`src/rtl/bfs_pkg.sv`:
```
// rtl/bfs_pkg.sv - shared encodings, sizes and FSM states for the BFS update packer
package bfs_pkg;

    localparam logic [1:0] CTRL_IDLE = 2'd0;
    localparam logic [1:0] CTRL_LOAD = 2'd1;
    localparam logic [1:0] CTRL_TRAV = 2'd2;

    localparam int WORD_W  = 32;
    localparam int LANES   = 16;
    localparam int LINE_W  = LANES * WORD_W;
    localparam int CNT_W   = 5;
    localparam int ENTRY_W = LINE_W + CNT_W;

    localparam logic [WORD_W-1:0] PAD_WORD = 32'hFFFF_FFFF;

    typedef enum logic [2:0] {
        ST_IDLE,
        ST_COLLECT,
        ST_FLUSH,
        ST_DRAIN,
        ST_DONE
    } state_t;

    function automatic logic [LINE_W-1:0] pad_line();
        return {LANES{PAD_WORD}};
    endfunction

endpackage

```
`src/rtl/line_fifo2.sv`:
```
// rtl/line_fifo2.sv - two-entry valid/ready FIFO with simultaneous push and pop
module line_fifo2 #(
    parameter int WIDTH = 8
) (
    input  logic             clk,
    input  logic             rst,
    input  logic [WIDTH-1:0] s_tdata,
    input  logic             s_tvalid,
    output logic [WIDTH-1:0] m_tdata,
    output logic             m_tvalid,
    input  logic             m_tready,
    output logic             full,
    output logic             empty
);

    logic [WIDTH-1:0] mem [2];
    logic             wr_ptr;
    logic             rd_ptr;
    logic [1:0]       count;
    logic             push;
    logic             pop;

    assign full     = (count == 2'd2);
    assign empty    = (count == 2'd0);
    assign m_tvalid = !empty;
    assign m_tdata  = mem[rd_ptr];
    assign pop      = m_tvalid && m_tready;
    // When full, a push lands in the slot being popped this same edge.
    assign push     = s_tvalid && (!full || pop);

    always_ff @(posedge clk) begin
        if (rst) begin
            for (int i = 0; i < 2; i++) begin
                mem[i] <= '0;
            end
            wr_ptr <= 1'b0;
            rd_ptr <= 1'b0;
            count  <= 2'd0;
        end else begin
            if (push) begin
                mem[wr_ptr] <= s_tdata;
                wr_ptr      <= ~wr_ptr;
            end
            if (pop) begin
                rd_ptr <= ~rd_ptr;
            end
            case ({push, pop})
                2'b10:   count <= count + 2'd1;
                2'b01:   count <= count - 2'd1;
                default: count <= count;
            endcase
        end
    end

endmodule

```
`src/rtl/bfs_update_packer.sv`:
```
// rtl/bfs_update_packer.sv - packs 32-bit frontier updates into 16-word lines for the AFU write path
module bfs_update_packer
    import bfs_pkg::*;
(
    input  logic              clk,
    input  logic              rst,
    input  logic [1:0]        control_in,
    input  logic [31:0]       upd_in,
    input  logic              upd_valid,
    input  logic              last_input_in,
    output logic [LINE_W-1:0] line_out,
    output logic [4:0]        line_words,
    output logic              line_valid,
    input  logic              line_ready,
    output logic              done_out,
    output logic              overflow,
    output logic [31:0]       upd_count
);

    state_t             state;
    state_t             state_nxt;
    logic [3:0]         cnt;
    logic [LINE_W-1:0]  acc;
    logic [LINE_W-1:0]  acc_upd;
    logic               accept;
    logic               line_full;
    logic               push_valid;
    logic [ENTRY_W-1:0] push_data;
    logic [ENTRY_W-1:0] head;
    logic               fifo_full;
    logic               fifo_empty;
    logic               drop;

    assign accept    = (state == ST_COLLECT) && upd_valid && (control_in == CTRL_TRAV);
    assign line_full = accept && (cnt == 4'(LANES - 1));

    always_comb begin
        acc_upd = acc;
        acc_upd[{cnt, 5'b0} +: WORD_W] = upd_in;
    end

    // Only one push source can be active: completion happens in COLLECT, partial flush in FLUSH.
    always_comb begin
        push_valid = 1'b0;
        push_data  = '0;
        if (line_full) begin
            push_valid = 1'b1;
            push_data  = {acc_upd, 5'd16};
        end else if ((state == ST_FLUSH) && (cnt != 4'd0)) begin
            push_valid = 1'b1;
            push_data  = {acc, {1'b0, cnt}};
        end
    end

    assign drop = push_valid && fifo_full && !line_ready;

    line_fifo2 #(
        .WIDTH (ENTRY_W)
    ) u_queue (
        .clk      (clk),
        .rst      (rst),
        .s_tdata  (push_data),
        .s_tvalid (push_valid),
        .m_tdata  (head),
        .m_tvalid (line_valid),
        .m_tready (line_ready),
        .full     (fifo_full),
        .empty    (fifo_empty)
    );

    assign line_out   = head[ENTRY_W-1:CNT_W];
    assign line_words = head[CNT_W-1:0];

    always_ff @(posedge clk) begin
        if (rst) begin
            state     <= ST_IDLE;
            cnt       <= 4'd0;
            acc       <= pad_line();
            upd_count <= '0;
            overflow  <= 1'b0;
        end else begin
            state <= state_nxt;
            if (accept) begin
                upd_count <= upd_count + 32'd1;
                if (line_full) begin
                    cnt <= 4'd0;
                    acc <= pad_line();
                end else begin
                    cnt <= cnt + 4'd1;
                    acc <= acc_upd;
                end
            end
            if (state == ST_FLUSH) begin
                cnt <= 4'd0;
                acc <= pad_line();
            end
            if (state == ST_DONE) begin
                upd_count <= '0;
                overflow  <= 1'b0;
            end else if (drop) begin
                overflow <= 1'b1;
            end
        end
    end

    always_comb begin
        state_nxt = state;
        done_out  = 1'b0;
        case (state)
            ST_IDLE: begin
                if (control_in == CTRL_TRAV) state_nxt = ST_COLLECT;
            end
            ST_COLLECT: begin
                if (last_input_in) state_nxt = ST_FLUSH;
            end
            ST_FLUSH: begin
                state_nxt = ST_DRAIN;
            end
            ST_DRAIN: begin
                if (fifo_empty) state_nxt = ST_DONE;
            end
            ST_DONE: begin
                done_out  = 1'b1;
                state_nxt = ST_IDLE;
            end
            default: begin
                state_nxt = ST_IDLE;
            end
        endcase
    end

endmodule

```
`config.mk`:
```
export PLATFORM = sky130hd
export DESIGN_NAME = bfs_update_packer
export DESIGN_NICKNAME = d
export VERILOG_FILES = /design/src/rtl/bfs_pkg.sv /design/src/rtl/line_fifo2.sv /design/src/rtl/bfs_update_packer.sv
export SDC_FILE = /design/constraint.sdc
export NUM_CORES = 2
export LEC_CHECK = 0
export ABC_AREA = 0
export BUFFER_PORTS_ARGS = -buffer_cell sky130_fd_sc_hd__buf_2
export CORE_MARGIN = 4
export CORE_UTILIZATION = 40
export DETAILED_ROUTE_END_ITERATION = 10
export SLEW_MARGIN = 30
export SYNTH_ARGS = -nofsm -noshare
export SYNTH_HDL_FRONTEND = slang
export SYNTH_SLANG_ARGS = --single-unit
```
`constraint.sdc`:
```
create_clock -name clk -period 184.6 [get_ports clk]
set_clock_uncertainty 0.15 [all_clocks]
set_input_delay 55.38 -clock clk [delete_from_list [all_inputs] [get_ports clk]]
set_output_delay 55.38 -clock clk [all_outputs]
set_load 0.01 [all_outputs]
```
==> Word-level counts from Yosys, hierarchy flattened <==
Memory sizes are Yosys's and may differ from the RTL's. A register that Yosys moved wholly into a read port is not among the register bits.
Cells that the tools add are included.
{ "totals": {"regBits": 556, "n_memories": 1, "ram_bits": 1034, "wordCells": 73, "latch_bits": 0, "romBits": 0, "output_inout_bits": 552, "inputBits": 39} }
{ "op_classes": {"multipliers": 0, "div": 0, "muxes": 23, "n_reduce_logical": 20, "n_lt_le_gt_ge": 0, "eq_ne": 12, "shift": 2, "bitwise_logic": 2, "n_addsub": 5} }
{ "mem_list": {"columns": ["memory", "depth", "word_bits", "read_ports", "rd_ports_with_merged_regs", "write_ports", "line_no", "text"], "rows": [
  ["u_queue.mem", 2, 517, 1, 1, 2, "line_fifo2.sv:16", "logic [WIDTH-1:0] mem [2];"]
]} }
{ "op_table": {"columns": ["cell", "count"], "rows": [
  ["2-to-1 mux 517 bit", 3],
  ["OR reduction 517 bit", 1],
  ["bitwise mux 512 bit", 1],
  ["2-to-1 mux 512 bit", 1],
  ["variable shift 32 x 11 -> 512 bit (first input constant)", 1],
  ["indexed part select 32 x 11 -> 512 bit", 1],
  ["adder 32 x 1 -> 32 bit (second input constant)", 1],
  ["2-to-1 mux 1 bit", 12],
  ["one-hot mux 3 bit (4 select lines)", 1],
  ["negation 9 -> 11 bit", 1],
  ["2-to-1 mux 3 bit", 3],
  ["logical AND 1 bit", 8],
  ["equality test 2 bit (second input constant)", 3],
  ["equality test 3 x 2 -> 1 bit (second input constant)", 2],
  ["adder 4 x 1 -> 4 bit (second input constant)", 1],
  ["equality test 4 bit (second input constant)", 1],
  ["2-to-1 mux 4 bit", 1],
  ["inequality test 2 bit (second input constant)", 2],
  ["one-hot mux 2 bit (2 select lines)", 1],
  ["nonzero test 4 bit", 1],
  ["OR reduction 2 bit", 2],
  ["equality test 3 x 1 -> 1 bit (second input constant)", 1],
  ["equality test 3 bit (second input constant)", 1],
  ["zero test 1 bit", 3],
  ["10 further kinds", 11]
]} }

==> Longest topological paths before layout <==
{ "logic_depth": {"word_depth": 11, "depth_mapped": 12, "ltp_nobuf": 7} }

==> Cells and area by module <==
A second synthesis with hierarchy kept.
{ "unflattened": {"hier_cells": 5933, "area_unflattened_um2": 69036.2} }
{ "by_module_without_submodules": {"columns": ["module", "area_per_inst_um2", "n_inst", "cells_each", "seq_area_each_um2"], "rows": [
  ["line_fifo2", 44453.9, 1, 2786, 31149.9],
  ["bfs_update_packer", 24582.3, 1, 3147, 11050.6]
]} }

==> Least setup slack after synthesis <==
OpenSTA, ideal clock, no wires.
{ "synth_timing": {"path_type": "input to register", "start": "in control_in[1]", "end": "mem u_queue.mem[0][0] (netlist name) (enable)", "setup_slack_ns": 88.716, "n_path_buf": 1, "cell_stages": 5, "setup_ns": 2.158, "t_required_ns": 182.292, "t_arrival_ns": 93.576, "path_cell_list": "nor2b_1 -> and3_1 -> buf_6 -> nor2_1 -> o31ai_1"} }
{ "synth_lines": {"columns": ["item", "line_no", "text"], "rows": [
  ["start: declaration", "bfs_update_packer.sv:7", "input logic [1:0] control_in,"],
  ["end: declaration", "line_fifo2.sv:16", null]
]} }

==> impl_metrics.json <==
{
  "status": "completed",
  "cts_tree": "done",
  "start_kind": "register",
  "rsz0062_at_grt": "no",
  "vias": 46585,
  "synth-edff-count": 1034,
  "dpl_worst_slack_ns": 123.60,
  "synth_area_per_cell_um2": 12.19,
  "dieArea_mm2": 0.1736,
  "static-leakage-power_uw": 0.03230,
  "max_freq_ghz": 0.01644,
  "synth-async-reset-ratio_pct": 0,
  "max_slew.worst_pin.slew_ns": 0.9932,
  "cts-htree-levels": 4,
  "start_util_pct": 40.35,
  "cts_buffers": 170,
  "relSlewSlack_pct": 33.79,
  "post_cts_buffers": 0,
  "synthFlopType": "edfxtp_1",
  "drc": 0,
  "period_share_pct": 32.95,
  "die_w_um": 416.6,
  "min_path_type": "register to register",
  "routabilityCongestion": 0.8223,
  "numClockSinks": 1591,
  "clk-insertion-delay-late_ns": 0.79,
  "drive_gt1_share_pct": 26.12,
  "final_area_mm2": 0.07711,
  "fin_crit_ns": 60.83,
  "cts_resized": 0,
  "yosysSeqAreaShare_pct": 63.18,
  "tns_ns": 0,
  "antenna_found_initial": 16,
  "critical_path_class": "register to output pin",
  "powerDensity_mw_per_mm2": 9.875,
  "wl_per_cell_um": 27.38,
  "grt_overflow": 0,
  "areaGrowthSynthToFinish_pct": 15.45,
  "maxCapViolCount": 0,
  "die_h_um": 416.6,
  "detailed_place_hpwl_um": 133900,
  "critPathMaxFanout": 73,
  "first_pass_iters": 8,
  "ys_warn_count": 0,
  "syn_area_mm2": 0.06679,
  "ir_worst_vdd_uv": 9.048,
  "vias_per_cell": 5.722,
  "critPathSlowestCell": "dfxtp_4",
  "nNetsFinal": 5845,
  "crit_buf_inv": 5,
  "ant_nets": 0,
  "whs_ns": 0.3188,
  "grt_pass1_wl_um": 318500,
  "syn_nets": 5520,
  "hold_buffers": 0,
  "worstSetupEndpointType": "output pin",
  "routed_wl_um": 222900,
  "setup_viol": 0,
  "coreArea_mm2": 0.1655,
  "cp.required_ns": 129.07,
  "critPathArrivalTime_ns": 5.30,
  "clk_pin_slew_ns": 0.06,
  "critical_path.top_delay_family": "buffers and inverters",
  "crit_chain": "buf_4 > buf_4 > buf_6 > buf_4 > mux2_2 > buf_2",
  "slew_viol_final": 0,
  "synth_cell_types": 62,
  "grt_start_max_net_pins": 211,
  "portBuffers": 590,
  "ys_ff_latch": 1591,
  "cts-root-buf": "clkbuf_16",
  "clock_path_buffers": 3,
  "std_cell_rows": 149,
  "cp_slowest_stage_delay_ns": 1.00,
  "syn_inst": 5477,
  "num_io_pins": 591,
  "crit_top_cell": "buf_4",
  "grt_pass1_vias": 44759,
  "drt_first_iter_violations": 4564,
  "track_usage_pct": 24.81,
  "timing.final.ws_setup_ns": 123.77,
  "hold_violations": 0,
  "place_area_mm2": 0.07152
}
metrics by stage:
step                std cells  power (uW)  utilization [%]
CTS                      8136       766.8            46.51
global route             8141       783.0            46.58
finish                   8142       761.5            46.58
detailed placement       7816       431.5            43.20
floorplan                5477       422.3                -
global placement         7809       431.0            43.07
layer usage:
layer | vias to the layer above | share of wire [%] | GRT usage [%]
met3 | 412 | 5.9 | 3.255
li1 | 20970 | - | -
met2 | 1786 | 50 | 41.86
met1 | 23417 | 39 | 31.35
met5 | - | 0 | 0
met4 | 0 | 5.4 | 12.55
Yosys cell counts, drive strengths merged (4+ instances only):
| cell | number | share of area, % |
|---|---|---|
| nand2b | 5 | 0.047 |
| nand2 | 741 | 4.2 |
| nor2b | 8 | 0.075 |
| a32o | 64 | 0.96 |
| nor3b | 5 | 0.081 |
| xor2 | 15 | 0.20 |
| o311ai | 96 | 1.3 |
| mux2i | 64 | 0.96 |
| edfxtp | 1034 | 46 |
| mux2 | 518 | 8.7 |
| nand3 | 280 | 2.1 |
| nor2 | 220 | 1.2 |
| inv | 13 | 0.073 |
| o21ai | 16 | 0.12 |
| or2 | 6 | 0.056 |
| nor4 | 5 | 0.10 |
| nand4 | 10 | 0.11 |
| o2bb2ai | 128 | 1.7 |
| nor3 | 77 | 0.67 |
| a31oi | 4 | 0.037 |
| or3 | 14 | 0.13 |
| a22o | 197 | 2.6 |
| buf | 104 | 0.85 |
| a22oi | 32 | 0.36 |
| a21oi | 149 | 1.2 |
| and2 | 4 | 0.037 |
| ha | 4 | 0.075 |
| dfxtp | 557 | 17 |
| clkbuf | 453 | 2.5 |
| xnor2 | 9 | 0.12 |
| o211ai | 35 | 0.39 |
| and3 | 585 | 5.5 |
layout make-up:
type | count | area, um^2
well taps | 2189 | 2739
fillers | 15061 | 88440
flip-flops and latches | 1591 | 42200
multi-input cells | 3316 | 22520
clock buffers | 252 | 4775
clock inverters | 68 | 704.4
repair buffers | 710 | 4113
inverters | 13 | 48.80
diodes | 3 | 7.507
path summary, 6_finish.rpt:
check / slack [ns] / start / end / cells past startpoint
worst max-delay path: 123.77 / register / line_out[398] / 6
worst min-delay path: 0.32 / acc[203] / acc[203] / 2
worst max register to register: 178.71 / cnt[0] / u_queue.mem[1][212] / 11
worst min register to register: 0.32 / acc[203] / acc[203] / 2
placed cells by master (no fill, tap or decap), types with 95 or more instances in the layout:
cell | netlist | routed
mux2_2 | 518 | 518
o2bb2ai_1 | 128 | 128
a21oi_1 | 129 | 125
edfxtp_1 | 1034 | 1034
dfxtp_1 | 557 | 556
buf_2 | 65 | 590
nand3_1 | 280 | 276
clkbuf_16 | 0 | 172
nand2_1 | 740 | 737
a22o_1 | 197 | 195
buf_4 | 0 | 95
and3_1 | 585 | 582
o311ai_0 | 96 | 96
nor2_1 | 220 | 205
where the power goes:
group | total [uW] | switching (uW) | internal (uW)
Clock | 338 | 144 | 194
Sequential | 388 | 2.48 | 386
Combinational | 35.2 | 26.6 | 8.62
flip-flops by register name (all words and copies together) (netlist names), named ones only:
name / flops
upd_count: 32
cnt: 4
u_queue.mem: 1034
acc: 512
state: 3
u_queue.wr_ptr: 1
overflow: 1
u_queue.rd_ptr: 1
u_queue.count: 2
worst reg2reg max path, stage by stage, from the launching register on:
cell	delay (ns)
dfxtp_1	0.56
inv_1	0.16
ha_1	0.36
nand2b_1	0.20
o21ai_1	0.13
nand2_4	0.63
nand2_1	0.13
buf_4	0.31
nand2_4	0.54
buf_6	0.67
buf_4	0.80
buf_4	0.78
logic make-up (layout without fill, tap and decap cells):
family,Yosys count,after routing,synth area share [%]
simple gates,1971,1971,14.47
fa+ha+maj,4,4,0.07493
compound gates,735,735,8.791
xor+xnor,24,24,0.3147
buf+inv,570,1043,3.471
other cells,0,3,0
flops,1591,1591,63.18
mux,582,582,9.692
(Power assumes the default switching activity.)
